[config.mk]
export PLATFORM = sky130hd
export DESIGN_NAME = mem_access_unit
export DESIGN_NICKNAME = d
export VERILOG_FILES = /design/src/rtl/mau_pkg.sv /design/src/rtl/mau_lane_align.sv /design/src/rtl/mem_access_unit.sv
export SDC_FILE = /design/constraint.sdc
export NUM_CORES = 1
export LEC_CHECK = 0
export BUFFER_PORTS_ARGS = -buffer_cell sky130_fd_sc_hd__buf_2
export CAP_MARGIN = 10
export CORE_MARGIN = 4
export CORE_UTILIZATION = 25
export DETAILED_ROUTE_END_ITERATION = 7
export GPL_TIMING_DRIVEN = 0
export PLACE_DENSITY_LB_ADDON = 0.2
export SLEW_MARGIN = 0
export SYNTH_ARGS = -nofsm -noshare
export SYNTH_HDL_FRONTEND = slang
export SYNTH_SLANG_ARGS = --single-unit
export TNS_END_PERCENT = 1
[constraint.sdc]
create_clock -name clk -period 7.5 [get_ports clk]
set_clock_uncertainty 0.1 [all_clocks]
set_input_delay 1.125 -clock clk [delete_from_list [all_inputs] [get_ports clk]]
set_output_delay 1.125 -clock clk [all_outputs]
set_load 0.005 [all_outputs]
[src/rtl/mau_pkg.sv]
// rtl/mau_pkg.sv - shared encodings for the MEM-stage load/store unit
// Purpose: access-size encodings, FSM state type and the full-word lane mask
//          used by mem_access_unit and mau_lane_align.
// Ports: none (package).
package mau_pkg;

  localparam logic [1:0] SZ_B = 2'b00;
  localparam logic [1:0] SZ_H = 2'b01;
  localparam logic [1:0] SZ_W = 2'b10;

  localparam logic [3:0] FULL_MASK = 4'b1111;

  typedef enum logic {
    IDLE,
    RMW_WR
  } mau_state_t;

endpackage

[src/rtl/mau_lane_align.sv]
// rtl/mau_lane_align.sv - byte/half lane extract+extend for loads, lane merge for stores
// Purpose: purely combinational lane handling for 32-bit words.
// Ports:
//   size      in  2   access size (SZ_B/SZ_H, anything else is a full word)
//   sign_ext  in  1   loads: 1 sign-extend, 0 zero-extend
//   lane      in  2   byte offset inside the word (already alignment-adjusted)
//   rdata     in  32  word read from memory
//   wdata     in  32  store data, low bytes used for byte/half
//   load_data out 32  extended load result
//   merged    out 32  rdata with the store lane replaced by wdata
module mau_lane_align
  import mau_pkg::*;
(
  input  logic [1:0]  size,
  input  logic        sign_ext,
  input  logic [1:0]  lane,
  input  logic [31:0] rdata,
  input  logic [31:0] wdata,
  output logic [31:0] load_data,
  output logic [31:0] merged
);

  logic [7:0]  byte_val;
  logic [15:0] half_val;

  assign byte_val = rdata[{lane, 3'b000} +: 8];
  assign half_val = rdata[{lane[1], 4'b0000} +: 16];

  always_comb begin
    load_data = rdata;
    merged    = wdata;
    case (size)
      SZ_B: begin
        load_data = {{24{sign_ext & byte_val[7]}}, byte_val};
        merged    = rdata;
        merged[{lane, 3'b000} +: 8] = wdata[7:0];
      end
      SZ_H: begin
        load_data = {{16{sign_ext & half_val[15]}}, half_val};
        merged    = rdata;
        merged[{lane[1], 4'b0000} +: 16] = wdata[15:0];
      end
      default: begin
        load_data = rdata;
        merged    = wdata;
      end
    endcase
  end

endmodule

[src/rtl/mem_access_unit.sv]
// rtl/mem_access_unit.sv - MEM-stage load/store unit in front of the data memory
// Purpose: accepts one load/store per handshake, drives memory pins combinationally,
//          returns extended load data one cycle later, and does read-modify-write
//          for byte/half stores because the memory only writes whole words.
// Optional feature: MAU_MISALIGN_TRAP_EN - trap misaligned half/word accesses
//          instead of forcing natural alignment.
// Ports:
//   clk, rst                  clock, async active-high reset
//   req_valid/req_ready       request handshake from EX
//   req_we/size/signed/addr/wdata/rd   request fields
//   mem_ce/we/rr/addr/wdata/w_mask/r_mask, mem_rdata   data memory interface
//   wb_valid/wb_rd/wb_data    registered load result to WB
//   exc_valid/exc_addr        registered misaligned-access trap
module mem_access_unit
  import mau_pkg::*;
#(
  parameter int ADDR_W = 32,
  parameter int DATA_W = 32,
  parameter int RD_W   = 5
) (
  input  logic              clk,
  input  logic              rst,
  input  logic              req_valid,
  output logic              req_ready,
  input  logic              req_we,
  input  logic [1:0]        req_size,
  input  logic              req_signed,
  input  logic [ADDR_W-1:0] req_addr,
  input  logic [DATA_W-1:0] req_wdata,
  input  logic [RD_W-1:0]   req_rd,
  output logic              mem_ce,
  output logic              mem_we,
  output logic              mem_rr,
  output logic [ADDR_W-1:0] mem_addr,
  output logic [DATA_W-1:0] mem_wdata,
  output logic [3:0]        mem_w_mask,
  output logic [3:0]        mem_r_mask,
  input  logic [DATA_W-1:0] mem_rdata,
  output logic              wb_valid,
  output logic [RD_W-1:0]   wb_rd,
  output logic [DATA_W-1:0] wb_data,
  output logic              exc_valid,
  output logic [ADDR_W-1:0] exc_addr
);

  mau_state_t        state_q, state_d;
  logic [ADDR_W-1:0] rmw_addr_q;
  logic [DATA_W-1:0] rmw_data_q;
  logic [ADDR_W-1:0] eff_addr;
  logic              misaligned;
  logic              is_word;
  logic              accept;
  logic [DATA_W-1:0] load_data;
  logic [DATA_W-1:0] merged;

  // Reserved size 2'b11 behaves as a word.
  assign is_word = (req_size != SZ_B) && (req_size != SZ_H);

`ifdef MAU_MISALIGN_TRAP_EN
  assign eff_addr   = req_addr;
  assign misaligned = ((req_size == SZ_H) && req_addr[0]) ||
                      (is_word && (req_addr[1:0] != 2'b00));
`else
  always_comb begin
    eff_addr = req_addr;
    if (req_size == SZ_H) eff_addr[0]   = 1'b0;
    else if (is_word)     eff_addr[1:0] = 2'b00;
  end
  assign misaligned = 1'b0;
`endif

  assign req_ready  = (state_q == IDLE);
  assign accept     = req_valid && req_ready;
  assign mem_w_mask = FULL_MASK;
  assign mem_r_mask = FULL_MASK;

  mau_lane_align u_lane (
    .size      (req_size),
    .sign_ext  (req_signed),
    .lane      (eff_addr[1:0]),
    .rdata     (mem_rdata),
    .wdata     (req_wdata),
    .load_data (load_data),
    .merged    (merged)
  );

  always_ff @(posedge clk or posedge rst) begin
    if (rst) state_q <= IDLE;
    else     state_q <= state_d;
  end

  always_comb begin
    state_d   = state_q;
    mem_ce    = 1'b0;
    mem_we    = 1'b0;
    mem_rr    = 1'b0;
    mem_addr  = '0;
    mem_wdata = '0;
    case (state_q)
      IDLE: begin
        if (accept && !misaligned) begin
          mem_ce   = 1'b1;
          mem_addr = {eff_addr[ADDR_W-1:2], 2'b00};
          if (req_we && is_word) begin
            mem_we    = 1'b1;
            mem_wdata = req_wdata;
          end else begin
            // Loads and the read half of a sub-word store.
            mem_rr = 1'b1;
            if (req_we) state_d = RMW_WR;
          end
        end
      end
      RMW_WR: begin
        mem_ce    = 1'b1;
        mem_we    = 1'b1;
        mem_addr  = rmw_addr_q;
        mem_wdata = rmw_data_q;
        state_d   = IDLE;
      end
      default: state_d = IDLE;
    endcase
  end

  always_ff @(posedge clk or posedge rst) begin
    if (rst) begin
      rmw_addr_q <= '0;
      rmw_data_q <= '0;
      wb_valid   <= 1'b0;
      wb_rd      <= '0;
      wb_data    <= '0;
    end else begin
      wb_valid <= accept && !req_we && !misaligned;
      if (accept && !req_we && !misaligned) begin
        wb_rd   <= req_rd;
        wb_data <= load_data;
      end
      if (accept && req_we && !is_word && !misaligned) begin
        rmw_addr_q <= {eff_addr[ADDR_W-1:2], 2'b00};
        rmw_data_q <= merged;
      end
    end
  end

`ifdef MAU_MISALIGN_TRAP_EN
  always_ff @(posedge clk or posedge rst) begin
    if (rst) begin
      exc_valid <= 1'b0;
      exc_addr  <= '0;
    end else begin
      exc_valid <= accept && misaligned;
      if (accept && misaligned) exc_addr <= req_addr;
    end
  end
`else
  assign exc_valid = 1'b0;
  assign exc_addr  = '0;
`endif

endmodule
==> results.py <==
metrics = {
    "status": {
        "status": "finished, final reports clean",
    },
    "place": {
        "hpwl_mm": 19.3,
        "dp_slack_ns": 3.46,
        "place.gp.congestion": 0.862,
        "portBuffers": 210,
        "place_area_um2": 8050,
        "placed_cells": 1346,
    },
    "cells_and_area": {
        "nFillCells": 2738,
        "postLayoutCellArea_um2": 8350,
        "stdcell_count": 1362,
        "area_growth_pct": 30.4,
        "num_antenna_cells": 0,
        "drive_above_1_share": 0.320,
        "finalNetCount": 1138,
    },
    "worst_setup_path": {
        "crit_type": "in2out",
        "crit_chain": "clkbuf_1 > and3_1 > clkbuf_1 > buf_2 > a22o_1 > buf_2",
        "critPathBufInv": 4,
        "cp-end-kind": "output port",
        "critical_path_arrival_ns": 2.80,
        "crit_family": "buffers and inverters",
        "critPathRequiredTime_ns": 6.27,
        "worst-path-max-fanout": 10,
        "critical_path.max_stage_delay_ns": 0.38,
        "cp_slowest_cell": "clkbuf_1",
        "critPathLaunchType": "input port",
    },
    "detailed_routing": {
        "dr.pass1.iters": 5,
        "route.detailed.drc": 0,
        "wl_per_cell_um": 18.2,
        "wl_mm": 24.8,
        "vias": 6418,
        "ant_nets": 0,
        "vias_per_cell": 4.71,
        "drt_iter0_markers": 582,
    },
    "logic_synthesis": {
        "synthAdderAreaFrac": 0.00586,
        "synth_top_family_by_area": "compound AO/OA/AOI/OAI gates",
        "synthMuxAreaShare": 0.0785,
        "synthXorXnorAreaFrac": 0,
        "syn_area_per_cell_um2": 8.39,
        "synth_area_leaders": "dfrtp_1 39%, nand2_1 12%, a22o_1 5.6%",
        "ys_types": 49,
        "synth_flop_cell": "dfrtp_1",
        "async_flop_share": 1.00,
        "synth_compound_area_frac": 0.216,
        "synth-simple-area-share": 0.209,
        "synth_top_area_share": 0.395,
        "synth_warnings": 0,
        "yosys-top-cells-count": "209 x nand2_1, 101 x dfrtp_1, 55 x o21ai_0, 45 x buf_4, 41 x a22o_1",
        "synth.most_common_cell": "nand2_1",
        "synth_edf_count": 0,
        "ys_seq_area_frac": 0.395,
        "synth_top_area_cell": "dfrtp_1",
        "syn_inst": 764,
        "synthesis.area_um2": 6410,
        "ys_ff_latch": 101,
    },
    "hold_path": {
        "hp-class": "reg2reg",
    },
    "clock_tree": {
        "h-tree-depth": 3,
        "clock-sinks": 101,
        "postCtsResizedCells": 0,
        "post-cts-setup-buffer-count": 0,
        "numCtsBuffers": 9,
        "path_clk_slew_ns": 0.08,
        "cts_hold_buffers": 0,
        "cts_buffer_depth": 2,
        "clock_latency_ns": 0.35,
        "cts_root_buf": "clkbuf_16",
        "tritoncts": "built",
    },
    "global_route": {
        "grt_use_met2": 0.254,
        "grt_max_degree": 63,
        "antenna_found_initial": 2,
        "grt_pass1_vias": 6007,
        "grt-busiest-layer": "met2",
        "grt_pass1_wl_mm": 36.7,
        "grt_overflow_total": 0,
        "grtUsageMet3": 0.0479,
        "grtUsageTotal": 0.166,
        "grtUsageMet1": 0.236,
    },
    "floorplanning": {
        "start_util": 0.254,
        "die_w_um": 168,
        "core_region_area_um2": 25200,
        "ios": 255,
        "fp.dieH_um": 168,
        "placementRows": 58,
        "die_area_um2": 28200,
    },
    "pwr": {
        "leakagePower_uw": 0.00420,
        "ir_worst_vdd_uv": 82.4,
        "p_per_area_nw_per_um2": 191,
    },
    "timing": {
        "worst_slew_pin_slew_ns": 0.832,
        "clock.fmax_mhz": 248,
        "setup_viol": 0,
        "hold_viol_final": 0,
        "timing.slew.headroom": 0.445,
        "hold_slack_ns": 0.380,
        "maxSlewViolCount": 0,
        "fin_crit_sh": 0.537,
        "fin_ws_ns": 3.47,
        "rsz0062_at_grt": "false",
        "min_period_ns": 4.03,
        "tns_ns": 0,
    },
    "flow_run": {
        "max_cap_violations": 0,
    },
}
## final timing paths
path                                        to  cells past startpoint  slack, ns        start
worst max-delay path              mem_wdata[2]                      6       3.47  req_size[1]
worst min-delay path                  wb_rd[2]                      2       0.38     wb_rd[2]
worst max register to register  rmw_data_q[17]                      4       5.36      state_q
worst min register to register        wb_rd[2]                      2       0.38     wb_rd[2]
max in group asynchronous          wb_data[13]                      3       5.76          rst
min in group asynchronous        rmw_addr_q[9]                      2       0.82          rst
## power by group
group	internal [uW]	leakage, uW	total (uW)	switching [uW]
logic	185	0.00281	403	218
clock network	238	0.000148	490	252
registers	643	0.00125	703	60.2
## sequential cells by signal, indices dropped and copies added, names as in the netlist
name,count
wb_valid,1
state_q,1
rmw_addr_q,30
wb_rd,5
wb_data,32
rmw_data_q,32
## routing by layer
layer | vias to the layer above | share of wire
met3 | 18 | 0.083
met4 | 4 | 0.011
met2 | 246 | 0.45
met1 | 3026 | 0.46
met5 | - | 0.00085
li1 | 3124 | -
## kinds of logic after synthesis
family / count (synthesis)
DFF: 101
adders and majority gates: 3
buffers and inverters: 110
muxes: 46
and+or+nand+nor: 306
AOI/OAI and AO/OA: 196
other: 2
## layout make-up
class	count	area, um^2	share of cell area
buffer	100	571	0.0683
tap	330	413	0.0494
timing repair buffer	211	1080	0.129
inverter	10	40.0	0.00479
clock buffer	9	225	0.0270
clock inverter	7	73.8	0.00884
multi-input combinational	594	3420	0.410
sequential	101	2530	0.303
## stage by stage
step | power, uW | util
floorplan | 930 | -
global placement | 1110 | 0.319
detailed placement | 1120 | 0.320
CTS | 1610 | 0.332
global route | 1690 | 0.332
finish | 1600 | 0.332
## placed cells by master (no fill, tap or decap), types with 8 or more instances in the layout
cell type,synthesis,routed
nor3_1,8,8
nand3b_1,8,8
o21ai_0,55,55
o211ai_1,17,17
clkbuf_16,0,9
nand2_1,209,209
buf_2,21,231
nand3_1,16,16
a22o_1,41,41
a221o_1,25,25
nor2_1,26,26
mux2i_1,21,21
conb_1,2,43
clkbuf_1,30,30
buf_4,45,45
a21oi_1,34,34
dfrtp_1,101,101
mux2_2,24,24
## worst register-to-register path, delay by kind of cell, from the launching register on
family / cells / cell delay (ns)
AOI/OAI and AO/OA: 2 / 0.90
DFF: 1 / 0.43
and+or+nand+nor: 2 / 0.67
Power figures use the tool's default switching activity.
